===== config.mk =====
export PLATFORM = sky130hd
export DESIGN_NAME = mem_byte_bridge_flat
export DESIGN_NICKNAME = d
export VERILOG_FILES = /design/src/rtl/mem_byte_bridge_if.sv /design/src/rtl/mem_byte_bridge.sv /design/src/flat_wrapper.sv
export SDC_FILE = /design/constraint.sdc
export NUM_CORES = 1
export LEC_CHECK = 0
export CAP_MARGIN = 15
export CORE_MARGIN = 2
export CORE_UTILIZATION = 52
export CTS_CLUSTER_DIAMETER = 40
export DETAILED_ROUTE_END_ITERATION = 10
export GPL_TIMING_DRIVEN = 1
export PLACE_DENSITY = 0.85
export RECOVER_POWER = 100
export SYNTH_ARGS = -nofsm -noshare
export SYNTH_HDL_FRONTEND = slang
export SYNTH_SLANG_ARGS = --single-unit

===== constraint.sdc =====
create_clock -name clk -period 5.3 [get_ports clk]
set_clock_uncertainty 0.2 [all_clocks]
set_input_delay 0.795 -clock clk [delete_from_list [all_inputs] [get_ports clk]]
set_output_delay 0.795 -clock clk [all_outputs]
set_load 0.05 [all_outputs]

===== src/rtl/mem_byte_bridge_if.sv =====
// Bundle of MEM-stage request/response and 8-bit RAM port signals for mem_byte_bridge.
// The slave modport is the bridge; master is whatever drives requests and models the RAM.
interface mem_byte_bridge_if #(
  parameter int ADDR_W = 17
);
  // Handshake: a request is taken in IDLE when mem_ce_i=1 and mem_sel_i!=0; stall_req_o
  // is the not-ready signal, high from the accept cycle until the cycle before DONE, and
  // the requester must not present a new request while it is high.
  logic              mem_ce_i;
  logic              mem_we_i;
  logic [31:0]       mem_addr_i;
  logic [3:0]        mem_sel_i;
  logic [31:0]       mem_data_i;
  logic [31:0]       mem_data_o;
  logic              stall_req_o;
  logic [ADDR_W-1:0] ram_addr_o;
  logic              ram_wr_o;
  logic [7:0]        ram_dout_o;
  logic [7:0]        ram_din_i;

  modport master (
    output mem_ce_i, mem_we_i, mem_addr_i, mem_sel_i, mem_data_i, ram_din_i,
    input  mem_data_o, stall_req_o, ram_addr_o, ram_wr_o, ram_dout_o
  );

  modport slave (
    input  mem_ce_i, mem_we_i, mem_addr_i, mem_sel_i, mem_data_i, ram_din_i,
    output mem_data_o, stall_req_o, ram_addr_o, ram_wr_o, ram_dout_o
  );
endinterface


===== src/rtl/mem_byte_bridge.sv =====
// Splits a MEM-stage word access into per-lane byte transfers on an 8-bit synchronous RAM,
// stalling the pipeline until the lane-aligned load word is assembled.
module mem_byte_bridge #(
  parameter int ADDR_W = 17
) (
  input  logic                  clk,
  input  logic                  rst,
  mem_byte_bridge_if.slave      bus,
  output logic [1:0]            dbg_state
);

  typedef enum logic [1:0] {
    IDLE  = 2'd0,
    XFER  = 2'd1,
    DRAIN = 2'd2,
    DONE  = 2'd3
  } state_t;

  state_t            state_q, state_d;
  logic              we_q;
  logic              first_q;
  logic [ADDR_W-3:0] base_q;
  logic [3:0]        pend_q;
  logic [31:0]       wdata_q;
  logic [1:0]        prev_lane_q;

  logic              accept;
  logic              issue;
  logic [3:0]        issue_mask;
  logic [1:0]        issue_lane;
  logic [ADDR_W-3:0] src_base;
  logic              src_we;
  logic [31:0]       src_data;
  logic              unused_addr_bits;

  assign unused_addr_bits = ^{bus.mem_addr_i[31:ADDR_W], bus.mem_addr_i[1:0]};
  assign dbg_state = state_q;

  always_ff @(posedge clk) begin
    if (!rst) state_q <= IDLE;
    else      state_q <= state_d;
  end

  always_comb begin
    accept     = (state_q == IDLE) && bus.mem_ce_i && (bus.mem_sel_i != 4'd0);
    // In IDLE the first lane is issued straight from the request so strobes start next cycle.
    issue_mask = (state_q == IDLE) ? bus.mem_sel_i : pend_q;
    src_base   = (state_q == IDLE) ? bus.mem_addr_i[ADDR_W-1:2] : base_q;
    src_we     = (state_q == IDLE) ? bus.mem_we_i : we_q;
    src_data   = (state_q == IDLE) ? bus.mem_data_i : wdata_q;
    issue      = accept || ((state_q == XFER) && (pend_q != 4'd0));

    if (issue_mask[0])      issue_lane = 2'd0;
    else if (issue_mask[1]) issue_lane = 2'd1;
    else if (issue_mask[2]) issue_lane = 2'd2;
    else                    issue_lane = 2'd3;

    state_d = state_q;
    case (state_q)
      IDLE:    if (accept) state_d = XFER;
      XFER:    if (pend_q == 4'd0) state_d = we_q ? DONE : DRAIN;
      DRAIN:   state_d = DONE;
      DONE:    state_d = IDLE;
      default: state_d = IDLE;
    endcase

    bus.stall_req_o = rst && (accept || (state_q == XFER) || (state_q == DRAIN));
  end

  always_ff @(posedge clk) begin
    if (!rst) begin
      we_q            <= 1'b0;
      first_q         <= 1'b0;
      base_q          <= '0;
      pend_q          <= 4'd0;
      wdata_q         <= 32'd0;
      prev_lane_q     <= 2'd0;
      bus.ram_addr_o  <= '0;
      bus.ram_wr_o    <= 1'b0;
      bus.ram_dout_o  <= 8'd0;
      bus.mem_data_o  <= 32'd0;
    end else begin
      if (accept) begin
        we_q    <= bus.mem_we_i;
        base_q  <= bus.mem_addr_i[ADDR_W-1:2];
        wdata_q <= bus.mem_data_i;
        first_q <= 1'b1;
        if (!bus.mem_we_i) bus.mem_data_o <= 32'd0;
      end

      if (issue) begin
        bus.ram_addr_o <= {src_base, issue_lane};
        bus.ram_wr_o   <= src_we;
        if (src_we) bus.ram_dout_o <= src_data[{issue_lane, 3'b000} +: 8];
        pend_q         <= issue_mask & ~(4'b0001 << issue_lane);
      end else begin
        bus.ram_wr_o   <= 1'b0;
      end

      // Read data lags its address by one cycle, so each capture targets the previous lane.
      if ((state_q == XFER) && !we_q) begin
        if (!first_q) bus.mem_data_o[{prev_lane_q, 3'b000} +: 8] <= bus.ram_din_i;
        prev_lane_q <= bus.ram_addr_o[1:0];
        first_q     <= 1'b0;
      end

      if (state_q == DRAIN) bus.mem_data_o[{prev_lane_q, 3'b000} +: 8] <= bus.ram_din_i;
    end
  end

endmodule

===== src/flat_wrapper.sv =====
// flat-port wrapper written by rule: the top's interface ports become plain ports
module mem_byte_bridge_flat 
#(
  parameter int ADDR_W = 17
)
  (clk, rst, dbg_state, bus_mem_ce_i, bus_mem_we_i, bus_mem_addr_i, bus_mem_sel_i, bus_mem_data_i, bus_ram_din_i, bus_mem_data_o, bus_stall_req_o, bus_ram_addr_o, bus_ram_wr_o, bus_ram_dout_o);
  mem_byte_bridge_if #(.ADDR_W(ADDR_W)) bus_i ();
  input  logic clk;
  input  logic rst;
  output logic [1:0] dbg_state;
  input wire logic [$bits(bus_i.mem_ce_i)-1:0] bus_mem_ce_i;
  input wire logic [$bits(bus_i.mem_we_i)-1:0] bus_mem_we_i;
  input wire logic [$bits(bus_i.mem_addr_i)-1:0] bus_mem_addr_i;
  input wire logic [$bits(bus_i.mem_sel_i)-1:0] bus_mem_sel_i;
  input wire logic [$bits(bus_i.mem_data_i)-1:0] bus_mem_data_i;
  input wire logic [$bits(bus_i.ram_din_i)-1:0] bus_ram_din_i;
  output wire logic [$bits(bus_i.mem_data_o)-1:0] bus_mem_data_o;
  output wire logic [$bits(bus_i.stall_req_o)-1:0] bus_stall_req_o;
  output wire logic [$bits(bus_i.ram_addr_o)-1:0] bus_ram_addr_o;
  output wire logic [$bits(bus_i.ram_wr_o)-1:0] bus_ram_wr_o;
  output wire logic [$bits(bus_i.ram_dout_o)-1:0] bus_ram_dout_o;
  assign bus_i.mem_ce_i = bus_mem_ce_i;
  assign bus_i.mem_we_i = bus_mem_we_i;
  assign bus_i.mem_addr_i = bus_mem_addr_i;
  assign bus_i.mem_sel_i = bus_mem_sel_i;
  assign bus_i.mem_data_i = bus_mem_data_i;
  assign bus_i.ram_din_i = bus_ram_din_i;
  assign bus_mem_data_o = bus_i.mem_data_o;
  assign bus_stall_req_o = bus_i.stall_req_o;
  assign bus_ram_addr_o = bus_i.ram_addr_o;
  assign bus_ram_wr_o = bus_i.ram_wr_o;
  assign bus_ram_dout_o = bus_i.ram_dout_o;
  mem_byte_bridge #(.ADDR_W(ADDR_W)) u_core (.clk(clk), .rst(rst), .bus(bus_i), .dbg_state(dbg_state));
endmodule

# --- After elaboration in Yosys (flattened, before gate mapping) ---
# Index checks and enable logic that the tools add are counted.
classes:
  magnitude_cmp: 0
  mux: 20
  n_reduce_logical: 17
  div_mod_pow: 0
  bitwise: 3
  n_mul: 0
  eq_ne: 5
  addsub: 1
  shifts: 4
ops:
  columns: ["cell", "n"]
  rows:
  - ["$mux W32", 8]
  - ["$bwmux W32", 2]
  - ["$shift A8 B7 Y32 const A", 1]
  - ["$shiftx A32 B6 Y8", 1]
  - ["$shiftx A8 B7 Y32", 1]
  - ["$mux W15", 1]
  - ["$mux W2", 4]
  - ["$pmux W2 S4", 1]
  - ["$reduce_bool A4 Y1", 2]
  - ["$neg A5 Y7", 1]
  - ["$reduce_and A2 Y1", 3]
  - ["$logic_and A1 B1 Y1", 5]
  - ["$and A4 B4 Y4", 1]
  - ["$eq A2 B2 Y1 const B", 2]
  - ["$logic_not A4 Y1", 1]
  - ["$mux W4", 1]
  - ["$not A4 Y4", 1]
  - ["$shl A1 B2 Y4 const A", 1]
  - ["$logic_or A1 B1 Y1", 3]
  - ["$mux W1", 3]
  - ["$eq A2 B1 Y1 const B", 1]
  - ["$logic_not A2 Y1", 1]
  - ["$ne A2 B1 Y1 const B", 1]
  - ["$ne A2 B2 Y1 const B", 1]
  - ["other kinds (3)", 3]
totals:
  word_cells: 61
  romBits: 0
  n_memories: 0
  latch_bits: 0
  ram_bits: 0
  ff_bits: 115
  in_bits: 80
  output_inout_bits: 61

# --- Depth between registers and ports, before layout ---
# Gate-level depths: netlist of run 1.
depth:
  word_depth: 11
  mapped_depth: 8
  ltp_nobuf: 6

# --- Worst setup path after synthesis of run 1 ---
# Ideal clock, no wire load.
synth_timing:
  kind: "input -> output"
  startpoint: "in bus_mem_sel_i[2]"
  endpoint: "out bus_stall_req_o"
  setup_slack_ns: 2.124
  arrival_time_ns: 2.181
  stages: 5
  n_path_buf: 2
  required_time_ns: 4.305
  path_cell_list: "buf_2 > or4_4 > nand3_1 > buf_2 > a21oi_1"
synth_between:
  elab_chain_cells: 5
synth_lines:
  columns: ["item", "line_no", "rtl"]
  rows:
  - ["from (decl)", "flat_wrapper.sv:14", "input wire logic [$bits(bus_i.mem_sel_i)-1:0] bus_mem_sel_i;"]
  - ["$reduce_bool A4 Y1", "mem_byte_bridge.sv:45", "accept = (state_q == IDLE) && bus.mem_ce_i && (bus.mem_sel_i != 4'd0);"]
  - ["$logic_and A1 B1 Y1", "mem_byte_bridge.sv:45", null]
  - ["$logic_or A1 B1 Y1 (2 in series)", "mem_byte_bridge.sv:67", "bus.stall_req_o = rst && (accept || (state_q == XFER) || (state_q == DRAIN));"]
  - ["$logic_and A1 B1 Y1", "mem_byte_bridge.sv:67", null]
  - ["to (decl)", "flat_wrapper.sv:18", "output wire logic [$bits(bus_i.stall_req_o)-1:0] bus_stall_req_o;"]
# Every way passes these cells.

# --- Final worst setup path of run 1 ---
layout_timing:
  startpoint: "in bus_mem_sel_i[0]"
  endpoint: "out bus_stall_req_o"
# Same word-level chain as after synthesis.

==> flow_metrics.py, run 1 <==
metrics = {
    "logic_synthesis": {
        "yosys_warnings": 0,
        "synthArstFlopShare": 0,
        "synth.avg_cell_area_um2": 8.38,
        "synth_nets": 701,
        "synth_edf_count": 0,
        "synth_ff_type": "dfxtp_1",
        "yosysSeqAreaShare": 0.449,
        "synth_cell_types": 48,
        "netlist_area_mm2": 0.00513,
        "synth-seq-cells": 115,
        "syn_inst": 612,
    },
    "clock_tree": {
        "cts_tree": "done",
        "clk_latency_ns": 0.51,
        "cts_setup_buffers": 0,
        "clockBufferDepth": 2,
        "clk_pin_slew_ns": 0.06,
        "ctsResizeCount": 0,
        "cts_hold_buf": 0,
        "cts_inserted_buffers": 17,
        "cts_sinks": 115,
        "cts_max_level": 4,
        "cts-root-buf": "clkbuf_8",
    },
    "global_route": {
        "busiest_layer": "met2",
        "grt_pass1_wl_mm": 23.3,
        "grt_max_degree": 108,
        "track_usage": 0.277,
        "overflow": 0,
        "grt_use_met3": 0.0625,
        "met1_usage": 0.342,
        "grt_antenna_before_repair": 0,
        "grt_pass1_vias": 4905,
        "grt_util_met2": 0.474,
    },
    "place": {
        "place_inst": 828,
        "port_buffers": 123,
        "hpwl_mm": 9.38,
        "postPlaceCellArea_mm2": 0.00639,
        "gp_congestion": 0.882,
        "post-place-ws_ns": 1.41,
    },
    "power_and_ir_drop": {
        "p_leak_nw": 2.78,
        "combPwrFrac": 0.415,
        "power.switching_mw": 1.64,
        "ir_drop_mv": 0.323,
        "p_clk_frac": 0.303,
        "swShare": 0.399,
        "power.total_mw": 4.11,
        "p_int_mw": 2.47,
        "p_per_area_mw_per_mm2": 583,
        "power_frac_seq": 0.281,
    },
    "final_layout": {
        "seqCellArea_mm2": 0.00230,
        "fill_cells": 709,
        "synthToLayoutAreaGrowth_pct": 37.2,
        "antenna_cells": 0,
        "stdcell_area_mm2": 0.00704,
        "drive_gt1_frac": 0.0688,
        "stdcell_count": 860,
        "multiInputGateArea_mm2": 0.00257,
        "layout_commonest_cell": "nand2_1",
        "final_cell_mix": "118 x nand2_1, 115 x dfxtp_1, 77 x a21oi_1",
        "nets": 804,
    },
    "die": {
        "core_mm2": 0.00968,
        "die_area_mm2": 0.0107,
        "dieWidth_um": 103,
        "rows": 36,
        "start_util": 0.530,
        "die_y_um": 103,
        "io_pins": 141,
    },
    "routing": {
        "detail_route.vias_per_cell": 5.93,
        "routedWlPerCell_um": 17.1,
        "drtPass1Iterations": 6,
        "drt_iter0_markers": 319,
        "ant_nets": 0,
        "wirelength_mm": 14.7,
        "vias": 5099,
        "drcViolationCount": 0,
    },
    "timing": {
        "tightest_slew_ns": 2.12,
        "setup_tns_ns": 0,
        "hold_viol_final": 0,
        "setup_violations": 0,
        "setup_slack_ns": 0.887,
        "drv_slew": 108,
        "layout_worst_path_cycle_share": 0.833,
        "rsz0062_at_grt": "no",
        "relSlewSlack": -0.414,
        "period_needed_ns": 4.41,
        "fmax_mhz": 227,
    },
    "critical_path": {
        "crit_required_ns": 4.30,
        "critPathKind": "primary input to output pin",
        "arrival_ns": 3.42,
        "crit_fanout": 18,
        "startpoint_type": "primary input",
        "setup.worst_path.end_class": "output pin",
    },
    "run_status": {
        "outcome": "complete, but fails checks",
        "violations": "max-capacitance violations, max-slew violations",
    },
    "worst_hold_path": {
        "hp-class": "flip-flop to flip-flop",
    },
    "flow_run": {
        "maxCapViolations": 1,
    },
}
cell type report:
type | instances | share of cell area
multi-input cells | 439 | 0.365
repair buffers | 132 | 0.186
flip-flops and latches | 115 | 0.327
inverters | 10 | 0.00533
clock buffers | 22 | 0.0672
well taps | 133 | 0.0236
clock inverters | 9 | 0.0249
power by group through the flow:
| stage | combinational [mW] | sequential [mW] | clock, mW |
|---|---|---|---|
| after floorplan | 0.896 | 1.49 | 0 |
| after global placement | 1.66 | 1.16 | 0 |
| after detailed placement | 1.70 | 1.17 | 0 |
| after CTS | 1.72 | 1.16 | 1.25 |
| after global routing | 1.83 | 1.17 | 1.29 |
| final | 1.71 | 1.15 | 1.25 |
path summary, 6_finish.rpt:
path / endpoint / startpoint / cells after the start / slack [ns]
setup / recovery: bus_stall_req_o / bus_mem_sel_i[0] / 6 / 0.89
hold / removal: u_core.base_q[9] / u_core.base_q[9] / 2 / 0.25
setup reg to reg: u_core.bus.ram_dout_o[1] / u_core.dbg_state[0] / 7 / 1.42
hold reg to reg: u_core.base_q[9] / u_core.base_q[9] / 2 / 0.25
kinds of logic after synthesis:
family                   after synthesis  synth area share
AO/OA/AOI/OAI                        182             0.240
adder cells (fa/ha/maj)                9            0.0220
buffers and inverters                 58            0.0490
flip-flops                           115             0.449
multiplexers                          26            0.0529
AND/OR/NAND/NOR                      222             0.188
registers in the layout, summed over array words and instances, names as in the netlist:
signal / flops
u_core.bus.mem_data_o: 32
u_core.wdata_q: 32
u_core.bus.ram_addr_o: 17
u_core.base_q: 15
u_core.bus.ram_dout_o: 8
u_core.pend_q: 4
u_core.dbg_state: 2
u_core.prev_lane_q: 2
u_core.bus.ram_wr_o: 1
u_core.first_q: 1
u_core.we_q: 1
worst max-delay path, cell delays in order:
cell	delay, ns
dlygate4sd3_1	0.52
clkbuf_1	0.61
or4_1	0.29
nand3_2	0.10
a21oi_1	0.17
dlygate4sd3_1	0.92
synthesized netlist by cell type (all sizes together) (7+ instances only):
cell type / n / area, µm²
a211oi: 26 / 195
a21oi: 77 / 385
a311oi: 7 / 61.3
a32oi: 26 / 228
buf: 16 / 93.8
clkbuf: 32 / 120
dfxtp: 115 / 2300
ha: 9 / 113
inv: 10 / 37.5
mux2: 9 / 101
mux2i: 17 / 170
nand2: 118 / 443
nand3: 13 / 65.1
nand3b: 8 / 60.1
nor2: 51 / 191
nor3: 11 / 55.1
o21ai: 17 / 85.1
layer usage:
metal	vias to the layer above	part of all wire
met5	-	0
met4	0	0.021
met3	36	0.072
met2	241	0.50
met1	2407	0.41
li1	2415	-
stage by stage:
stage | utilization | hold slack (ns)
after floorplan | - | 0.233
after global placement | 0.660 | 0.240
after detailed placement | 0.660 | 0.246
after CTS | 0.727 | 0.254
after global routing | 0.727 | 0.274
final | 0.727 | 0.254
Power figures use the tool's default switching activity.
==> run 2: changes to the inputs <==
--- a/config.mk
+++ b/config.mk
@@ -7,11 +7,11 @@
 export LEC_CHECK = 0
 export CAP_MARGIN = 15
 export CORE_MARGIN = 2
-export CORE_UTILIZATION = 52
+export CORE_UTILIZATION = 48
 export CTS_CLUSTER_DIAMETER = 40
 export DETAILED_ROUTE_END_ITERATION = 10
 export GPL_TIMING_DRIVEN = 1
-export PLACE_DENSITY = 0.85
+export PLACE_DENSITY = 0.8
 export RECOVER_POWER = 100
 export SYNTH_ARGS = -nofsm -noshare
 export SYNTH_HDL_FRONTEND = slang
==> constraint.sdc (replaced) <==
create_clock -name clk -period 4.46 [get_ports clk]
set_clock_uncertainty 0.2 [all_clocks]
set_input_delay 0.669 -clock clk [delete_from_list [all_inputs] [get_ports clk]]
set_output_delay 0.669 -clock clk [all_outputs]
set_load 0.05 [all_outputs]
==> run 2 against run 1 <==
Against the previous run:
- the run still ends with max-capacitance violations, max-slew violations left
- non-clock buffer count rose by 3
- first-iteration DRC count grew 5.6%
- flip-flop and latch count unchanged
- via count about the same
- wire length down 0.76%
- count of clock-buffer cells in the layout is 2 lower
- combinational power rose by 17%
- total power rose by 15%
- critical path type is now flip-flop to output pin
- largest cell class unchanged
==> flow_metrics.py, run 2 (same netlist as run 1, synthesis figures left out) <==
metrics = {
    "critical_path": {
        "crit_required_ns": 3.59,
        "crit_path_top_delay_cell": "buf_4",
        "critPathKind": "flip-flop to output pin",
        "startpoint_type": "flip-flop",
        "path_cells": "inv_1 > ha_2 > buf_4 > nand3_1 > a21oi_1 > clkbuf_1",
        "crit_fanout": 52,
        "reg2reg_depth": 7,
        "worst-path-buf-inv": 3,
        "critical_path_depth": 6,
        "setup.worst_path.end_class": "output pin",
        "arrival_ns": 2.92,
        "cp_slowest_stage_delay_ns": 0.55,
        "cpLargestDelayFamily": "buffers and inverters",
    },
    "routing": {
        "drcViolationCount": 0,
        "routedWlPerCell_um": 16.9,
        "ant_nets": 0,
        "wirelength_mm": 14.6,
        "vias": 5096,
        "drt_iter0_markers": 337,
        "drtPass1Iterations": 5,
        "detail_route.vias_per_cell": 5.88,
    },
    "final_layout": {
        "fin_util": 0.673,
        "nets": 807,
        "antenna_cells": 0,
        "top_regs": "u_core.bus.mem_data_o: 32 flops, u_core.wdata_q: 32 flops, u_core.bus.ram_addr_o: 17 flops",
        "stdcell_area_mm2": 0.00698,
        "final_cell_mix": "118 x nand2_1, 115 x dfxtp_1, 77 x a21oi_1",
        "synthToLayoutAreaGrowth_pct": 36.1,
        "drive_gt1_frac": 0.0725,
        "stdcell_count": 867,
        "layout_commonest_cell": "nand2_1",
    },
    "clock_tree": {
        "cts_inserted_buffers": 17,
        "clockBufferDepth": 2,
        "clk_latency_ns": 0.51,
        "cts_hold_buf": 0,
        "cts-root-buf": "clkbuf_8",
        "cts_max_level": 4,
        "cts_sinks": 115,
        "cts_setup_buffers": 0,
        "cts_tree": "done",
        "ctsResizeCount": 0,
        "clk_pin_slew_ns": 0.06,
    },
    "power_and_ir_drop": {
        "power.switching_mw": 1.95,
        "ir_drop_mv": 0.345,
        "combPwrFrac": 0.423,
        "p_per_area_mw_per_mm2": 678,
        "swShare": 0.413,
        "power.total_mw": 4.73,
        "p_clk_frac": 0.289,
        "p_int_mw": 2.78,
        "p_leak_nw": 2.76,
        "power_frac_seq": 0.289,
    },
    "global_route": {
        "grt_pass1_wl_mm": 23.7,
        "grt_pass1_vias": 4923,
        "grt_antenna_before_repair": 0,
        "grt_max_degree": 62,
        "overflow": 0,
        "track_usage": 0.257,
    },
    "timing": {
        "holdWs_ns": 0.252,
        "tightest_slew_ns": 1.77,
        "setup_slack_ns": 0.667,
        "drv_slew": 43,
        "setup_violations": 0,
        "layout_worst_path_cycle_share": 0.850,
        "rsz0062_at_grt": "no",
        "setup_tns_ns": 0,
        "fmax_mhz": 264,
        "hold_viol_final": 0,
        "period_needed_ns": 3.79,
        "relSlewSlack": -0.177,
    },
    "die": {
        "rows": 37,
        "io_pins": 141,
        "dieWidth_um": 107,
        "die_area_mm2": 0.0115,
        "start_util": 0.495,
        "die_y_um": 107,
        "core_mm2": 0.0104,
    },
    "place": {
        "place_inst": 835,
        "post-place-ws_ns": 1.00,
        "port_buffers": 123,
        "gp_congestion": 0.935,
        "postPlaceCellArea_mm2": 0.00644,
        "hpwl_mm": 9.71,
    },
    "worst_hold_path": {
        "holdPathStages": 2,
        "hp-class": "flip-flop to flip-flop",
    },
    "run_status": {
        "violations": "max-capacitance violations, max-slew violations",
        "outcome": "complete, but fails checks",
    },
    "flow_run": {
        "maxCapViolations": 1,
    },
}
## run 2: cell count changes in the layout (fill, tap and decap cells not counted), moves of 2 or more
cell / previous run / this run
bufinv_16: 5 / 3
clkbuf_1: 2 / 4
clkbuf_2: 1 / 3
clkbuf_8: 5 / 3
inv_6: 0 / 2
## run 2: routing by layer
| metal | GRT usage | share of wire | vias to the layer above |
|---|---|---|---|
| li1 | - | - | 2430 |
| met1 | 0.318 | 0.42 | 2431 |
| met2 | 0.436 | 0.50 | 205 |
| met3 | 0.0617 | 0.063 | 30 |
| met4 | 0.0934 | 0.019 | 0 |
| met5 | 0 | 0 | - |
## run 2: final cells by class
class,instances,area [µm²]
Timing Repair Buffer,135,1300
Fill cell,845,3390
Tap cell,136,170
Multi-Input combinational cell,439,2570
Sequential cell,115,2300
Clock inverter,12,154
Inverter,10,37.5
Clock buffer,20,445
## run 2: worst register-to-register path, cell delays in order (launching register included)
cell,delay (ns)
dfxtp_1,0.34
inv_1,0.13
ha_2,0.51
nand2_1,0.22
o21ai_0,0.21
clkbuf_1,1.30
o311ai_0,0.42
a21oi_1,0.22
## run 2: final timing paths
path                       startpoint                        to  slack [ns]
setup / recovery  u_core.dbg_state[0]           bus_stall_req_o        0.67
hold / removal      u_core.base_q[10]         u_core.base_q[10]        0.25
setup reg to reg  u_core.dbg_state[0]  u_core.bus.ram_addr_o[0]        0.82
hold reg to reg     u_core.base_q[10]         u_core.base_q[10]        0.25
## run 2: power by group through the flow
stage / Combinational, mW / Sequential [mW] / Clock (mW)
2_1_floorplan: 1.06 / 1.77 / 0
3_3_place_gp: 2.00 / 1.38 / 0
3_5_place_dp: 2.05 / 1.39 / 0
4_1_cts: 2.07 / 1.37 / 1.38
5_1_grt: 2.16 / 1.39 / 1.44
6_report: 2.00 / 1.37 / 1.37
==> run 3: changes to the inputs <==
--- a/config.mk
+++ b/config.mk
@@ -11,8 +11,10 @@
 export CTS_CLUSTER_DIAMETER = 40
 export DETAILED_ROUTE_END_ITERATION = 10
 export GPL_TIMING_DRIVEN = 1
+export HOLD_SLACK_MARGIN = 0.08
 export PLACE_DENSITY = 0.8
 export RECOVER_POWER = 100
+export SLEW_MARGIN = 20
 export SYNTH_ARGS = -nofsm -noshare
 export SYNTH_HDL_FRONTEND = slang
 export SYNTH_SLANG_ARGS = --single-unit
==> results of run 3 <==
Same layout as run 2: the final DEF is identical, and so are final timing and power.
